===== config.mk =====
export PLATFORM = sky130hd
export DESIGN_NAME = cpri_rx_lane_sched
export DESIGN_NICKNAME = d
export VERILOG_FILES = /design/src/rtl/cpri_rx_lane_sched_pkg.sv /design/src/rtl/cpri_rx_lane_sched_sat_cnt16.sv /design/src/rtl/cpri_rx_lane_sched.sv
export SDC_FILE = /design/constraint.sdc
export NUM_CORES = 1
export LEC_CHECK = 0
export ABC_AREA = 1
export CORE_ASPECT_RATIO = 0.9
export CORE_MARGIN = 2
export CORE_UTILIZATION = 30
export CTS_BUF_LIST = sky130_fd_sc_hd__clkbuf_8
export CTS_CLUSTER_DIAMETER = 200
export DETAILED_ROUTE_END_ITERATION = 7
export HOLD_SLACK_MARGIN = 0.12
export MAX_ROUTING_LAYER = met4
export PLACE_DENSITY = 0.6
export SYNTH_ARGS = -nofsm -noshare
export SYNTH_HDL_FRONTEND = slang
export SYNTH_SLANG_ARGS = --single-unit

===== constraint.sdc =====
create_clock -name i_clk -period 4.9 [get_ports i_clk]
set_input_delay 1.225 -clock i_clk [delete_from_list [all_inputs] [get_ports i_clk]]
set_output_delay 1.225 -clock i_clk [all_outputs]
set_load 0.01 [all_outputs]

===== src/rtl/cpri_rx_lane_sched_pkg.sv =====
// Shared state encoding and parameter defaults for the CPRI rx lane read scheduler.
package cpri_rx_pkg;

    typedef enum logic [1:0] {S_IDLE, S_WAIT, S_READ, S_GAP} sched_st_t;

    localparam int unsigned CPRI_SYMB_LEN = 792;
    localparam int unsigned CPRI_TO_CYC   = 4096;

endpackage


===== src/rtl/cpri_rx_lane_sched_sat_cnt16.sv =====
// 16-bit event counter that sticks at all-ones instead of wrapping.
module sat_cnt16 (
    input  logic        clk,
    input  logic        rst,
    input  logic        inc,
    output logic [15:0] cnt
);

    logic [15:0] cnt_q;
    logic [15:0] cnt_d;

    always_comb begin
        cnt_d = cnt_q;
        if (inc && (cnt_q != '1)) begin
            cnt_d = cnt_q + 16'd1;
        end
    end

    always_ff @(posedge clk or posedge rst) begin
        if (rst) begin
            cnt_q <= '0;
        end else begin
            cnt_q <= cnt_d;
        end
    end

    assign cnt = cnt_q;

endmodule


===== src/rtl/cpri_rx_lane_sched.sv =====
// Common read-burst scheduler for the per-lane CPRI rx buffers: waits for every enabled lane,
// reads one aligned symbol from all of them, and flags timeouts and end-of-symbol misalignment.
module cpri_rx_lane_sched
    import cpri_rx_pkg::*;
#(
    parameter int unsigned LANE     = 8,
    parameter int unsigned SYMB_LEN = CPRI_SYMB_LEN,
    parameter int unsigned TO_CYC   = CPRI_TO_CYC,
    parameter int unsigned GAP_CYC  = 2
) (
    input  logic            i_clk,
    input  logic            i_reset,
    input  logic [LANE-1:0] i_lane_en,
    input  logic [LANE-1:0] i_rd_vld,
    input  logic [LANE-1:0] i_symb_eop,
    output logic            o_rd_en,
    output logic            o_sop,
    output logic            o_eop,
    output logic            o_busy,
    output logic            o_to_pulse,
    output logic [LANE-1:0] o_to_mask,
    output logic            o_align_err,
    output logic [15:0]     o_symb_cnt,
    output logic [15:0]     o_err_cnt
);

    localparam int unsigned RD_W  = $clog2(SYMB_LEN);
    localparam int unsigned TO_W  = $clog2(TO_CYC + 1);
    localparam int unsigned GAP_W = $clog2(GAP_CYC + 1);

    localparam logic [RD_W-1:0]  RD_LAST  = RD_W'(SYMB_LEN - 1);
    localparam logic [TO_W-1:0]  TO_LAST  = TO_W'(TO_CYC - 1);
    localparam logic [GAP_W-1:0] GAP_LAST = GAP_W'(GAP_CYC - 1);

    sched_st_t        state_q, state_d;
    logic [RD_W-1:0]  rd_cnt_q, rd_cnt_d;
    logic [TO_W-1:0]  to_cnt_q, to_cnt_d;
    logic [GAP_W-1:0] gap_cnt_q, gap_cnt_d;
    logic [LANE-1:0]  en_q, en_d;
    logic             err_seen_q, err_seen_d;
    logic             rd_en_q, rd_en_d;
    logic             sop_q, sop_d;
    logic             eop_q, eop_d;
    logic             busy_q, busy_d;
    logic             to_pulse_q, to_pulse_d;
    logic [LANE-1:0]  to_mask_q, to_mask_d;
    logic             align_err_q, align_err_d;
    logic [15:0]      symb_cnt_q, symb_cnt_d;

    logic [LANE-1:0]  act;
    logic             all_rdy;
    logic             start;
    logic             burst_err;
    logic             err_inc;

    always_comb begin
        act         = i_lane_en & i_rd_vld;
        all_rdy     = (act == i_lane_en) && (i_lane_en != '0);
        start       = 1'b0;
        burst_err   = 1'b0;
        state_d     = state_q;
        rd_cnt_d    = rd_cnt_q;
        to_cnt_d    = to_cnt_q;
        gap_cnt_d   = gap_cnt_q;
        en_d        = en_q;
        err_seen_d  = err_seen_q;
        to_pulse_d  = 1'b0;
        to_mask_d   = to_mask_q;
        align_err_d = 1'b0;
        symb_cnt_d  = symb_cnt_q;

        case (state_q)
            S_IDLE: begin
                to_cnt_d = '0;
                if (all_rdy) begin
                    start = 1'b1;
                end else if (|act) begin
                    state_d = S_WAIT;
                end
            end
            S_WAIT: begin
                to_cnt_d = to_cnt_q + TO_W'(1);
                // all_rdy takes priority over a timeout landing in the same cycle
                if (all_rdy) begin
                    start = 1'b1;
                end else if (to_cnt_q == TO_LAST) begin
                    to_mask_d  = i_lane_en & ~i_rd_vld;
                    to_pulse_d = 1'b1;
                    gap_cnt_d  = '0;
                    state_d    = S_GAP;
                end
            end
            S_READ: begin
                if (rd_cnt_q != RD_LAST) begin
                    burst_err = (|(en_q & ~i_rd_vld)) || (|(en_q & i_symb_eop));
                    rd_cnt_d  = rd_cnt_q + RD_W'(1);
                end else begin
                    burst_err  = (i_symb_eop & en_q) != en_q;
                    symb_cnt_d = symb_cnt_q + 16'd1;
                    gap_cnt_d  = '0;
                    state_d    = S_GAP;
                end
                // underrun, early eop and final eop mismatch share one report per burst
                if (burst_err && !err_seen_q) begin
                    align_err_d = 1'b1;
                    err_seen_d  = 1'b1;
                end
            end
            S_GAP: begin
                if (gap_cnt_q == GAP_LAST) begin
                    state_d = S_IDLE;
                end else begin
                    gap_cnt_d = gap_cnt_q + GAP_W'(1);
                end
            end
            default: begin
                state_d = S_IDLE;
            end
        endcase

        if (start) begin
            state_d    = S_READ;
            rd_cnt_d   = '0;
            en_d       = i_lane_en;
            err_seen_d = 1'b0;
        end

        // outputs are registered copies of the next-state decode
        rd_en_d = (state_d == S_READ);
        sop_d   = rd_en_d && (rd_cnt_d == '0);
        eop_d   = rd_en_d && (rd_cnt_d == RD_LAST);
        busy_d  = (state_d != S_IDLE);
        err_inc = to_pulse_d | align_err_d;
    end

    always_ff @(posedge i_clk or posedge i_reset) begin
        if (i_reset) begin
            state_q     <= S_IDLE;
            rd_cnt_q    <= '0;
            to_cnt_q    <= '0;
            gap_cnt_q   <= '0;
            en_q        <= '0;
            err_seen_q  <= 1'b0;
            rd_en_q     <= 1'b0;
            sop_q       <= 1'b0;
            eop_q       <= 1'b0;
            busy_q      <= 1'b0;
            to_pulse_q  <= 1'b0;
            to_mask_q   <= '0;
            align_err_q <= 1'b0;
            symb_cnt_q  <= '0;
        end else begin
            state_q     <= state_d;
            rd_cnt_q    <= rd_cnt_d;
            to_cnt_q    <= to_cnt_d;
            gap_cnt_q   <= gap_cnt_d;
            en_q        <= en_d;
            err_seen_q  <= err_seen_d;
            rd_en_q     <= rd_en_d;
            sop_q       <= sop_d;
            eop_q       <= eop_d;
            busy_q      <= busy_d;
            to_pulse_q  <= to_pulse_d;
            to_mask_q   <= to_mask_d;
            align_err_q <= align_err_d;
            symb_cnt_q  <= symb_cnt_d;
        end
    end

    sat_cnt16 u_err_cnt (
        .clk (i_clk),
        .rst (i_reset),
        .inc (err_inc),
        .cnt (o_err_cnt)
    );

    assign o_rd_en     = rd_en_q;
    assign o_sop       = sop_q;
    assign o_eop       = eop_q;
    assign o_busy      = busy_q;
    assign o_to_pulse  = to_pulse_q;
    assign o_to_mask   = to_mask_q;
    assign o_align_err = align_err_q;
    assign o_symb_cnt  = symb_cnt_q;

endmodule


==> results.txt <==
The buffer and inverter count on the worst path was 2; the initial core utilization was 30.31%. The worst hold path belongs to the class reg2reg. Counting every instance in the synthesized netlist gives 569.

The die outline height was 119.0 um; the post-cts repair resize count was 0. The tools report the max-slew violation total from the final report as 0. The worst setup path is captured at a flop.

After detailed routing, the average wire length per cell comes to 12.74 um. At the end of the flow, the number of nets in the layout was 675. For this run, design rule violations remaining after detail routing come to 0.

The worst path in the final design needs a cycle of 3.226 ns, including I/O delays and setup. The DRC violation total after the first TritonRoute iteration was 293; the wire length on met2 was 5.100 mm. The slew of the pin with the lowest slew margin came out at 0.9716 ns.

The run finished with clean final reports. The die covers 0.01569 mm^2. The worst setup path is launched from an input port. Traced cell by cell, the critical path runs through clkdlybuf4s50_1, inv_1, nand2_1, nand2_1, nor2_1, nand3_1, nor2_2, nor2_1, a21oi_1, nand3_1, nor2_1. Hold timing on the final database bottoms out at a slack of 0.4891 ns. The worst setup path is of the in2reg kind. In this run, distinct cell masters in the synthesized netlist total 37.

The final-report hold violation count is 0, and the growth of design area from synthesis to finish is 26.69%. Among the stages of the critical path, the cell type that occurs most often is nor2_1. Entering global routing, the biggest net connects 41 pins. In this run the top signal layer used is met4. The critical path arrival is 3.51 ns. The die extent in x came out at 131.8 um. In this run the remaining antenna-violating nets after routing total 0.

TritonCTS built the clock tree. The clock reaches the later pin of the worst-skew pair after 0.36 ns. The logs give 0 for the cts-stage hold buffer count and 18.54 mm for the first-pass GRT wire length. The beginning of the critical path was i_rd_vld[6].

Buffers placed on the I/O ports in this run total 71. The routed layout has 3,923 vias. Setup-violating endpoint count in the final report: 0. The standby leakage power is 2.590 nW. The average instance in the mapped netlist occupies 7.753 um^2. The tools report the post-DP HPWL as 8.263 mm.

The proportion of synthesized chip area in sequential cells is 46.51%, and the wire length the detailed router placed on met1 is 5.141 mm. For this run, the detailed router's first-pass iteration total came to 4. The worst path uses 65.83% of the clock period. Among all stages on the critical path, the largest delay is contributed by nor2_2. For the worst setup path, the data required time is 5.18 ns. The worst register-to-register path has a setup slack of 2.64 ns. The post-CTS setup buffer count came out at 0. Summed over all instances, the cell type with the most area after synthesis is dfrtp_1. The number of nets handed over by synthesis was 600. In this run the power density over the cells is 355.1 mW/mm^2. During synthesis, Yosys emitted a total of 0 warnings. Along the worst path, the maximum fanout reaches 24. Using the TritonRoute via totals, the vias-per-cell ratio works out to 4.632. The tools report the number of antenna violations at the first check in global routing as 0. The clock passes through at most 2 buffers. The most critical setup path has its endpoint at o_sop$_DFF_PP0_. The number of CTS-inserted buffers is 9, and the number of max-capacitance violations reported is 0.

The overall fraction of global-route tracks in use came out at 14.91%. In this design, the largest share of critical-path delay is due to simple AND/OR/NAND/NOR gates. In this design, the stage delay of the slowest critical-path cell is 0.77 ns. After detailed routing, the met3 layer carries 353 um of wire. For this design the top-level I/O count stands at 72. After floorplanning, the core was sized to cover 0.01456 mm^2.

After routing, the total negative slack on setup checks comes to 0 ns. Clock root buffer master: clkbuf_8. After global routing the overflow that remains totals 0. After detailed routing, the total wire length is 10.79 mm. Setup repair after global routing left no endpoint under its margin.

The layout has 1,478 filler cells. Synthesis inferred 82 register bits. Worst flop-to-flop path startpoint: u_err_cnt.cnt[0]$_DFFE_PP0P_.

Final clock skew: 0.01163 ns. The number of placement rows was 42. In the final layout, the share of cells above drive strength 1 is 6.317%. 0 antenna diodes ended up in the layout.

Derived from the worst setup path, the maximum achievable clock frequency is 0.3100 GHz. Measured in cells, the most critical reg-to-reg path has a length of 9. For this design, the sink count on the clock tree is 82. The critical path crosses 11 cells after its start point.

The H-tree was split into 3 levels. The logs give 35.15% for the worst slew margin relative to its limit and 3,750 for the via count of the first global-routing pass. Sorting the synthesized cells by area gives the leading types as dfrtp_1 47%, nand2_1 13%, inv_1 5.6%, nand3_1 5.1%, nor2_1 5.1%.

After synthesis the cells add up to 0.004412 mm^2. Routability-driven placement finished with a final weighted congestion of 0.8971. The worst register-to-register path ends at u_err_cnt.cnt[15]$_DFFE_PP0P_. The share of Yosys cell area claimed by the top area cell type was 46.51%. Clock-pin slew was measured on the worst setup and hold paths at 0.07 ns. Across the VDD grid, the largest voltage drop is 0.0001501 V.
per-layer routing:
metal | GRT usage, % | vias up
met2 | 23.76 | 62
met4 | 4.620 | 0
met1 | 19.39 | 1862
met5 | - | -
li1 | - | 1983
met3 | 2.810 | 16
power by group:
group / switching, mW / internal, mW
Sequential: 0.103 / 0.784
Combinational: 0.296 / 0.199
Clock: 0.238 / 0.365
tightest hold or removal path, cell delays in order (launching register included):
cell and delay, ns:
dfrtp_1 0.35, nand2_1 0.06, nand2_1 0.05
registers in the layout (all words and copies together), names as in the netlist:
register and count:
o_symb_cnt 16, u_err_cnt.cnt 16, to_cnt_q 13, rd_cnt_q 10, en_q 8, o_to_mask 8
gap_cnt_q 2, state_q 2, err_seen_q 1, o_align_err 1, o_busy 1, o_eop 1
o_rd_en 1, o_sop 1, o_to_pulse 1
cells in the mapped netlist:
cell,count
a22oi_1,1
o22ai_1,4
nor2_1,60
a31oi_1,1
nand2_2,2
nand3b_1,4
inv_2,6
nand4_4,1
clkbuf_1,4
nor2_4,2
o21ai_0,18
buf_6,1
a22o_1,1
nand4_2,1
and3_1,1
o211ai_1,2
buf_2,3
nand4_1,16
xnor2_1,12
a21oi_1,10
buf_4,1
xor2_1,15
o21ai_1,21
nand3_1,45
nor3_4,2
and2_1,1
clkinv_1,1
nor2_2,4
o21a_1,1
dfrtp_1,82
ha_1,5
nor3_1,11
inv_1,66
nor3_2,2
nand2_1,158
nor4_1,2
nand2_4,2
layout by cell type (no fill, tap or decap), types with 2 or more instances in the layout:
cell type,n
nand2_1,158
dfrtp_1,82
clkdlybuf4s50_1,71
inv_1,65
nor2_1,60
nand3_1,45
o21ai_1,21
o21ai_0,18
nand4_1,16
xor2_1,15
xnor2_1,12
nor3_1,11
clkbuf_8,11
a21oi_1,10
inv_2,6
ha_1,5
o22ai_1,4
nor2_2,4
nand3b_1,4
clkinv_2,3
bufinv_16,3
nor3_4,2
nand2_2,2
nand2_4,2
nor3_2,2
nor2_4,2
nor4_1,2
o211ai_1,2
buf_4,2
how the worst min path moves through the flow:
stage                        startpoint                        to  slack (ns)  depth (start not counted)
4_1_cts        gap_cnt_q[1]$_DFFE_PP0P_  gap_cnt_q[1]$_DFFE_PP0P_        0.50                          2
2_1_floorplan  gap_cnt_q[1]$_DFFE_PP0P_  gap_cnt_q[1]$_DFFE_PP0P_        0.44                          2
3_3_place_gp   gap_cnt_q[1]$_DFFE_PP0P_  gap_cnt_q[1]$_DFFE_PP0P_        0.46                          2
5_1_grt        gap_cnt_q[1]$_DFFE_PP0P_  gap_cnt_q[1]$_DFFE_PP0P_        0.51                          2
3_5_place_dp   gap_cnt_q[1]$_DFFE_PP0P_  gap_cnt_q[1]$_DFFE_PP0P_        0.48                          2
6_report       gap_cnt_q[1]$_DFFE_PP0P_  gap_cnt_q[1]$_DFFE_PP0P_        0.49                          2
kinds of logic (layout without fill, tap and decap cells):
logic type	after synthesis	in the layout	share of synthesized area, %
simple gates	314	314	32.25
flops	82	82	46.51
buf+inv	82	162	7.317
compound gates	59	59	7.147
xor+xnor	27	27	5.360
fa+ha+maj	5	5	1.418
layout make-up:
type,instances,area [um^2],area share [%]
timing repair buffer,73,725.7,12.98
multi-input combinational,405,2037,36.44
clock buffer,11,151.4,2.709
inverter,73,275.3,4.925
tap,198,247.7,4.433
clock inverter,5,100.1,1.791
sequential,82,2052,36.71
stage by stage:
stage | utilization (%) | setup slack (ns) | cell area, um^2 | std cells | power [mW]
detailed placement | 36.67 | 1.288 | 5338 | 831 | 1.399
finish | 38.40 | 1.674 | 5589 | 847 | 1.985
CTS | 38.40 | 1.656 | 5589 | 847 | 2.012
floorplan | - | 1.567 | 4412 | 569 | 1.232
global route | 38.40 | 1.339 | 5589 | 847 | 2.137
global placement | 36.67 | 1.348 | 5338 | 831 | 1.392
(Power assumes the default switching activity.)
